===== src/rtl/pipe_reg_chain_pkg.sv =====
// -----------------------------------------------------------------------------
// pipe_reg_chain_pkg
// Shared definitions for the pipeline register chain and its stage register.
//   PIPE_MAX_DEPTH     : largest supported number of stages
//   PIPE_NOP           : NOP instruction encoding, the usual RESET_VALUE for
//                        instruction-carrying stages
//   pipe_count_width() : width of the occupancy counter for a given depth
// -----------------------------------------------------------------------------
package pipe_reg_chain_pkg;

    localparam int PIPE_MAX_DEPTH = 8;

    localparam logic [31:0] PIPE_NOP = 32'h0000_0000;

    // Bits needed to hold the values 0..depth inclusive.
    function automatic int pipe_count_width(input int depth);
        return $clog2(depth + 1);
    endfunction

endpackage : pipe_reg_chain_pkg


===== src/rtl/pipe_reg_chain_stage.sv =====
// -----------------------------------------------------------------------------
// pipe_reg_chain_stage
// One valid + data register of the pipeline chain with valid/ready handshake.
// Ports:
//   clk, reset  : rising-edge clock, asynchronous active-high reset
//   flush       : synchronous squash (clears valid, optionally data)
//   prev_v/d    : valid/data offered by the upstream stage (or chain input)
//   next_rdy    : ready of the downstream stage (or chain out_ready)
//   v, d        : registered valid/data held by this stage
//   rdy         : this stage can take a new word this cycle
// -----------------------------------------------------------------------------
module pipe_reg_chain_stage
    import pipe_reg_chain_pkg::*;
#(
    parameter int               WIDTH          = 32,
    parameter logic [WIDTH-1:0] RESET_VALUE    = PIPE_NOP[WIDTH-1:0],
    parameter bit               CLEAR_ON_FLUSH = 1'b1
) (
    input  logic             clk,
    input  logic             reset,
    input  logic             flush,
    input  logic             prev_v,
    input  logic [WIDTH-1:0] prev_d,
    input  logic             next_rdy,
    output logic             v,
    output logic [WIDTH-1:0] d,
    output logic             rdy
);

    logic             v_q;
    logic             v_d;
    logic [WIDTH-1:0] d_q;
    logic [WIDTH-1:0] d_d;

    // Ready: an empty stage always accepts; a full one only if it can move on.
    always_comb begin
        rdy = !v_q | next_rdy;
    end

    // Next-state: flush beats load, load beats hold; bubbles never touch data.
    always_comb begin
        v_d = v_q;
        d_d = d_q;
        if (flush) begin
            v_d = 1'b0;
            if (CLEAR_ON_FLUSH) begin
                d_d = RESET_VALUE;
            end else begin
                d_d = d_q;
            end
        end else if (rdy) begin
            v_d = prev_v;
            if (prev_v) begin
                d_d = prev_d;
            end else begin
                d_d = d_q;
            end
        end else begin
            v_d = v_q;
            d_d = d_q;
        end
    end

    // Stage register with asynchronous reset to the empty state.
    always_ff @(posedge clk or posedge reset) begin
        if (reset) begin
            v_q <= 1'b0;
            d_q <= RESET_VALUE;
        end else begin
            v_q <= v_d;
            d_q <= d_d;
        end
    end

    assign v = v_q;
    assign d = d_q;

endmodule : pipe_reg_chain_stage


===== src/rtl/pipe_reg_chain.sv =====
// -----------------------------------------------------------------------------
// pipe_reg_chain
// Chain of DEPTH valid/ready pipeline registers with bubble compression,
// synchronous flush and a registered occupancy count.
// Ports:
//   clk, reset          : rising-edge clock, asynchronous active-high reset
//   flush               : synchronous squash of every stage
//   in_valid/in_data    : upstream word; in_ready says stage 0 accepts it
//   out_valid/out_data  : word held in the last stage; out_ready from downstream
//   count               : number of stages currently holding valid data
// -----------------------------------------------------------------------------
module pipe_reg_chain
    import pipe_reg_chain_pkg::*;
#(
    parameter int               WIDTH          = 32,
    parameter int               DEPTH          = 2,
    parameter logic [WIDTH-1:0] RESET_VALUE    = PIPE_NOP[WIDTH-1:0],
    parameter bit               CLEAR_ON_FLUSH = 1'b1
) (
    input  logic                                 clk,
    input  logic                                 reset,
    input  logic                                 flush,
    input  logic                                 in_valid,
    input  logic [WIDTH-1:0]                     in_data,
    output logic                                 in_ready,
    output logic                                 out_valid,
    output logic [WIDTH-1:0]                     out_data,
    input  logic                                 out_ready,
    output logic [pipe_count_width(DEPTH)-1:0]   count
);

    localparam int CW = pipe_count_width(DEPTH);

    if ((DEPTH < 1) || (DEPTH > PIPE_MAX_DEPTH)) begin : g_bad_depth
        $error("pipe_reg_chain: DEPTH %0d outside 1..%0d", DEPTH, PIPE_MAX_DEPTH);
    end

    // rdy_s[DEPTH] is the downstream ready; rdy_s[i] ripples back through
    // every stage in the same cycle so a full chain still streams.
    logic [DEPTH:0]   rdy_s;
    logic [DEPTH-1:0] v_s;
    logic [DEPTH-1:0] prev_v_s;
    logic [WIDTH-1:0] d_s      [DEPTH];
    logic [WIDTH-1:0] prev_d_s [DEPTH];

    logic             in_xfer_s;
    logic             out_xfer_s;
    logic [CW-1:0]    count_q;
    logic [CW-1:0]    count_d;

    assign rdy_s[DEPTH] = out_ready;

    for (genvar i = 0; i < DEPTH; i++) begin : g_stage
        if (i == 0) begin : g_head
            assign prev_v_s[i] = in_valid;
            assign prev_d_s[i] = in_data;
        end else begin : g_body
            assign prev_v_s[i] = v_s[i-1];
            assign prev_d_s[i] = d_s[i-1];
        end

        pipe_reg_chain_stage #(
            .WIDTH          (WIDTH),
            .RESET_VALUE    (RESET_VALUE),
            .CLEAR_ON_FLUSH (CLEAR_ON_FLUSH)
        ) u_stage (
            .clk      (clk),
            .reset    (reset),
            .flush    (flush),
            .prev_v   (prev_v_s[i]),
            .prev_d   (prev_d_s[i]),
            .next_rdy (rdy_s[i+1]),
            .v        (v_s[i]),
            .d        (d_s[i]),
            .rdy      (rdy_s[i])
        );
    end

    // Handshake outputs; in_ready is masked so a flushed cycle accepts nothing.
    always_comb begin
        in_ready   = rdy_s[0] & !flush;
        out_valid  = v_s[DEPTH-1];
        out_data   = d_s[DEPTH-1];
        in_xfer_s  = in_valid & in_ready;
        out_xfer_s = out_valid & out_ready;
    end

    // Occupancy tracks popcount(v): bubble moves inside the chain never
    // change it, only boundary transfers do, and flush empties everything.
    always_comb begin
        count_d = count_q;
        if (flush) begin
            count_d = {CW{1'b0}};
        end else begin
            count_d = count_q + CW'(in_xfer_s) - CW'(out_xfer_s);
        end
    end

    // Occupancy register.
    always_ff @(posedge clk or posedge reset) begin
        if (reset) begin
            count_q <= {CW{1'b0}};
        end else begin
            count_q <= count_d;
        end
    end

    assign count = count_q;

endmodule : pipe_reg_chain


===== config.mk =====
export PLATFORM = sky130hd
export DESIGN_NAME = pipe_reg_chain
export DESIGN_NICKNAME = d
export VERILOG_FILES = /design/src/rtl/pipe_reg_chain_pkg.sv /design/src/rtl/pipe_reg_chain_stage.sv /design/src/rtl/pipe_reg_chain.sv
export SDC_FILE = /design/constraint.sdc
export NUM_CORES = 1
export LEC_CHECK = 0
export BUFFER_PORTS_ARGS = -buffer_cell sky130_fd_sc_hd__buf_2
export CAP_MARGIN = 15
export CORE_AREA = 2 2 86 88
export CTS_CLUSTER_DIAMETER = 200
export CTS_CLUSTER_SIZE = 24
export DETAILED_ROUTE_END_ITERATION = 8
export DIE_AREA = 0 0 88 90
export HOLD_SLACK_MARGIN = 0.1
export MAX_ROUTING_LAYER = met4
export PLACE_DENSITY = 0.65
export SLEW_MARGIN = 20
export SYNTH_ARGS = -nofsm -noshare
export SYNTH_HDL_FRONTEND = slang
export SYNTH_SLANG_ARGS = --single-unit

===== constraint.sdc =====
create_clock -name clk -period 5.3 [get_ports clk]
set_clock_uncertainty 0.1 [all_clocks]
set_input_delay 0.265 -clock clk [delete_from_list [all_inputs] [get_ports clk]]
set_output_delay 0.265 -clock clk [all_outputs]
set_load 0.005 [all_outputs]

=== After elaboration in Yosys (flattened, before gate mapping) ===
Cells that the tools add are included.

* Add/sub/neg operators: 2
* Muxes and demuxes: 11
* Bitwise logic cells: 5
* Reduce and logical (&&, ||, !) cells: 9

{| class="wikitable"
|+ Operators by type and width
! kind !! number
|-
| $mux 32 || 6
|-
| $reduce_bool 2->1 || 4
|-
| $mux 1 || 4
|-
| $reduce_and 2->1 || 2
|-
| $and 1x1->1 || 3
|-
| $logic_not 1->1 || 3
|-
| $add 2x1->2 || 1
|-
| $mux 2 || 1
|-
| $or 1x1->1 || 2
|-
| $sub 2x1->2 || 1
|}

* Register bits: 68
* Bits of input ports: 37
* Output and inout bits: 36

=== Logic depth before layout (Yosys ltp) ===
* Word-level depth: 8
* Gate-level depth with buffers: 9
* Depth with buffers taken out: 8

=== Modules after synthesis ===
A second synthesis with hierarchy kept.

* Cell total of the unflattened synthesis: 314
* Area, all modules: 3357.0 um2

{| class="wikitable"
|+ By module, submodules not included
! module !! times used !! cells an instance !! area an instance (um2) !! sequential area each (um2)
|-
| pipe_reg_chain_stage || 2 || 151 || 1612.8 || 825.8
|-
| pipe_reg_chain || 1 || 12 || 131.4 || 50.0
|}

=== Least setup slack after synthesis ===
No wires, ideal clock.

* Path type: reg2reg
* From: reg g_stage[1].u_stage.v_q
* To: reg count_q[0], in the netlist count[0]
* Arrival: 1.769 ns
* Setup slack: 3.308 ns
* Cell stages (with the launch flop): 9
* Path buffers: 1
* Period minus slack after synthesis: 1.992 ns
* Path through: dfrtp_1 -> and3b_1 -> nor3b_4 -> buf_2 -> inv_2 -> ha_1 -> inv_1 -> ha_1 -> nor2b_1

* Cells in the longest elaborated chain, start to end: 8

{| class="wikitable"
|+ Ends and longest elaborated chain
! element !! line !! source
|-
| start: declaration || pipe_reg_chain_stage.sv:30 || <nowiki>logic v_q;</nowiki>
|-
| start signal: assignment || pipe_reg_chain_stage.sv:70 || <nowiki>v_q <= v_d;</nowiki>
|-
| $logic_not 1->1 || pipe_reg_chain_stage.sv:37 || <nowiki>rdy = !v_q | next_rdy;</nowiki>
|-
| $or 1x1->1 (2 in a row) || pipe_reg_chain_stage.sv:37 ||
|-
| $and 1x1->1 || pipe_reg_chain.sv:81 || <nowiki>in_ready = rdy_s[0] & !flush;</nowiki>
|-
| $and 1x1->1 || pipe_reg_chain.sv:84 || <nowiki>in_xfer_s = in_valid & in_ready;</nowiki>
|-
| $add 2x1->2 || pipe_reg_chain.sv:95 || <nowiki>count_d = count_q + CW'(in_xfer_s) - CW'(out_xfer_s);</nowiki>
|-
| $sub 2x1->2 * || pipe_reg_chain.sv:95 ||
|-
| $mux 2 * || pipe_reg_chain.sv:92 || <nowiki>if (flush) begin</nowiki>
|-
| via count_d[0] || pipe_reg_chain.sv:49 || <nowiki>logic [CW-1:0] count_d;</nowiki>
|-
| end signal: assignment || pipe_reg_chain.sv:102 || <nowiki>count_q <= {CW{1'b0}};</nowiki>
|-
| end signal: assignment || pipe_reg_chain.sv:104 || <nowiki>count_q <= count_d;</nowiki>
|-
| end: declaration || pipe_reg_chain.sv:48 || <nowiki>logic [CW-1:0] count_q;</nowiki>
|}

Mark *: on every way through the listed nets, which the timed path passes. The rest lies on a longest branch.
A chain may end at the register's enable or synchronous reset.

=== Worst setup path after layout ===
* From: reg g_stage[0].u_stage.v_q
* To: reg count_q[1], in the netlist count[1]

* Cells in the longest elaborated chain, start to end: 7

{| class="wikitable"
|+ Ends and longest elaborated chain
! element !! line
|-
| start: declaration || pipe_reg_chain_stage.sv:30
|-
| start signal: assignment || pipe_reg_chain_stage.sv:70
|-
| $logic_not 1->1 || pipe_reg_chain_stage.sv:37
|-
| $or 1x1->1 || pipe_reg_chain_stage.sv:37
|-
| $and 1x1->1 || pipe_reg_chain.sv:81
|-
| $and 1x1->1 || pipe_reg_chain.sv:84
|-
| $add 2x1->2 || pipe_reg_chain.sv:95
|-
| $sub 2x1->2 || pipe_reg_chain.sv:95
|-
| $mux 2 || pipe_reg_chain.sv:92
|-
| via count_d[1] || pipe_reg_chain.sv:49
|}

The timed path passes the listed nets, and every way through them passes these cells.

==> flow_summary_export.csv <==
group,metric,value,unit
power_and_ir_drop,power_density,311,mW/mm2
yosys,yosys.area.top_type,"dfrtp_1",
timing,setup_viol,0,
layout,syn2layout_area_growth,27.6,%
global_route,grt_pass1_vias,1829,
timing,drv_slew,0,
layout,layout-drive-gt1-share,0.345,
min_path,hp-class,"in2async",
power_and_ir_drop,seqPwrFrac,0.513,
power_and_ir_drop,power,1080,uW
placed_design,io_buffers,72,
drt,routed_wl,5.41,mm
setup_path,cp-end-kind,"register",
die,core_area,0.00702,mm2
timing,rsz0062_at_grt,"false",
clock_network,numCtsBuffers,9,
yosys,synth_area_leaders,"dfrtp_1 (62%), a22o_1 (21%), buf_4 (8.8%)",
yosys,synth_top_cell_area_share,0.624,
die,io_pins,73,
timing,fin_crit_sh,0.414,
timing,tightest_slew,0.924,ns
die,initial_utilization,0.388,
timing,setup_slack,3.11,ns
setup_path,rr_startpoint,"g_stage[0].u_stage.v$_DFFE_PP0P_",
yosys,yosysMostFrequentCell,"dfrtp_1",
drt,drtIter0Drc,68,
power_and_ir_drop,vdd_drop_max,0.000127,V
die,die_h,90,um
yosys,synth_area,0.00273,mm2
power_and_ir_drop,p_leak,0.00182,uW
timing,slew_headroom,0.383,
placed_design,hpwl,3.12,mm
setup_path,required,5.41,ns
yosys,yosys_most_used_dff,"dfrtp_1",
clock_network,clock_path_buffers,2,
global_route,grt_overflow_total,0,
setup_path,cp.arrival,2.30,ns
layout,stdcell_count,377,
yosys,syn-num-nets,239,
clock_network,clk_pin_slew,0.07,ns
power_and_ir_drop,combPwrFrac,0.093,
power_and_ir_drop,clockPowerShare,0.394,
clock_network,post-cts-setup-buffers,0,
clock_network,cts_tree,"built",
job,drv_cap,0,
die,placement_rows,31,
global_route,antenna_found_initial,0,
yosys,synth_edf_count,0,
clock_network,cts_root_buffer,"clkbuf_8",
timing,finalHoldViolations,0,
layout,multi_input_area,737,um2
clock_network,cts.sink_count,68,
layout,antennaDiodeCount,0,
yosys,netlist_top_cells_count,"dfrtp_1 (68), a22o_1 (64), buf_4 (32)",
setup_path,critPathLaunchType,"register",
yosys,synth_cell_types,18,
setup_path,crit_fanout,33,
drt,post-route-drc-count,0,
timing,tns,0,ns
placed_design,place_inst,329,
setup_path,rrSetupSlack,3.11,ns
layout,final_core_util,0.496,
setup_path,ff2ff_path_depth,9,
clock_network,h-tree-depth,3,
placed_design,pre_cts_slack,3.09,ns
die,die_x,88,um
drt,dr.pass1.iters,4,
setup_path,regToRegEndpoint,"count[1]$_DFF_PP0_",
drt,detail-route-antenna-nets,0,
global_route,track_usage,0.155,
power_and_ir_drop,netSwitchingPower,246,uW
power_and_ir_drop,internal_power,835,uW
power_and_ir_drop,swShare,0.228,
timing,min_period,2.19,ns
yosys,syn_avg_cell_area,13.6,um2
drt,via_count,1772,
yosys,syn-instance-count,200,
yosys,synth-seq-cells,68,
global_route,grt_pass1_wl,9.17,mm
clock_network,insertion_delay,0.33,ns
layout,seq_area,0.00170,mm2
global_route,grt_max_degree,69,
yosys,ys_async_sr_fraction,1.00,
drt,via_per_inst,4.70,
placed_design,gp_congestion,0.731,
setup_path,setup.worst_path.class,"reg2reg",
drt,avgRoutedWirePerCell,14.3,um
timing,fmax,456,MHz
die,die_area,0.00792,mm2
yosys,synth-seq-area-share,0.624,
layout,fill_cells,615,
run_status,status,"finished, final reports clean",
yosys,yosys_warnings,0,
layout,nets,312,
[registers in the layout, indices dropped and copies added, names as in the netlist]
| signal | cells |
|---|---|
| g_stage.u_stage.v | 2 |
| g_stage.u_stage.d | 64 |
| count | 2 |
[power by group through the flow]
stage	Sequential, uW	Clock, uW	Combinational (uW)
floorplan	561	0	57.6
CTS	555	437	103
finish	554	426	101
global placement	564	0	82.7
detailed placement	565	0	84.8
global route	557	462	114
[final cells by class]
class / instances / share of cell area
tap: 99 / 0.0356
clock buffer: 12 / 0.0446
sequential: 68 / 0.489
clock inverter: 4 / 0.0137
timing repair buffer: 107 / 0.202
multi-input combinational: 84 / 0.212
inverter: 3 / 0.00324
[through the flow]
stage          hold WS [ns]  cell area, um2
5_1_grt               0.154            3480
2_1_floorplan         0.295            2730
3_5_place_dp          0.381            2960
6_report             0.0767            3480
3_3_place_gp          0.376            2960
4_1_cts               0.108            3480
[cells in the final DEF (no fill, tap or decap)]
cell           instances
xnor2_1                1
clkbuf_8              11
ha_1                   2
bufinv_16              1
inv_2                  2
dfrtp_1               68
inv_1                  1
a21oi_4                2
clkinv_2               2
buf_4                  3
and3b_1                1
dlygate4sd3_1         32
nor2_1                 6
nand3b_1               1
a22o_1                64
buf_2                 72
clkinvlp_4             1
and2_1                 1
nor3b_4                2
xor2_1                 1
clkbuf_1               1
nand2b_1               1
nor2b_1                2
[layer usage]
metal / GRT usage / share of wire / wire [um]
met5: - / 0 / 0
met4: 0.0487 / 0.013 / 70
met3: 0.0487 / 0.045 / 241
met2: 0.232 / 0.46 / 2510
met1: 0.203 / 0.48 / 2590
[worst max path at each step]
stage / start / to / slack [ns] / depth (start not counted)
after global routing: g_stage[0].u_stage.v$_DFFE_PP0P_ / count[0]$_DFF_PP0_ / 2.95 / 8
after CTS: g_stage[0].u_stage.v$_DFFE_PP0P_ / count[1]$_DFF_PP0_ / 3.07 / 9
final: g_stage[0].u_stage.v$_DFFE_PP0P_ / count[1]$_DFF_PP0_ / 3.11 / 9
after detailed placement: g_stage[0].u_stage.v$_DFFE_PP0P_ / count[1]$_DFF_PP0_ / 3.09 / 9
after global placement: g_stage[0].u_stage.v$_DFFE_PP0P_ / count[0]$_DFF_PP0_ / 3.15 / 8
after floorplan: reset / count[0]$_DFF_PP0_ / 3.22 / 1
[cells by family after synthesis]
kind of cell | share of synthesized area
XOR/XNOR | 0.00643
flip-flops | 0.624
buffers and inverters | 0.116
adder cells (fa/ha/maj) | 0.00918
AND/OR/NAND/NOR | 0.0349
AO/OA/AOI/OAI | 0.209
[critical path: stages (launching register included)]
cell     delay (ns)
dfrtp_1        0.44
and3b_1        0.26
nor3b_4        0.16
buf_4          0.36
inv_2          0.05
ha_1           0.28
inv_1          0.04
ha_1           0.18
xnor2_1        0.15
nor2_1         0.05
[what timing repair did]
action,in CTS,in global routing
resized for setup,0,0
setup endpoints to repair,0,0
hold buffers,32,0
endpoints found under the hold margin,32,0
Note: power is estimated with default switching activity, not from simulation.
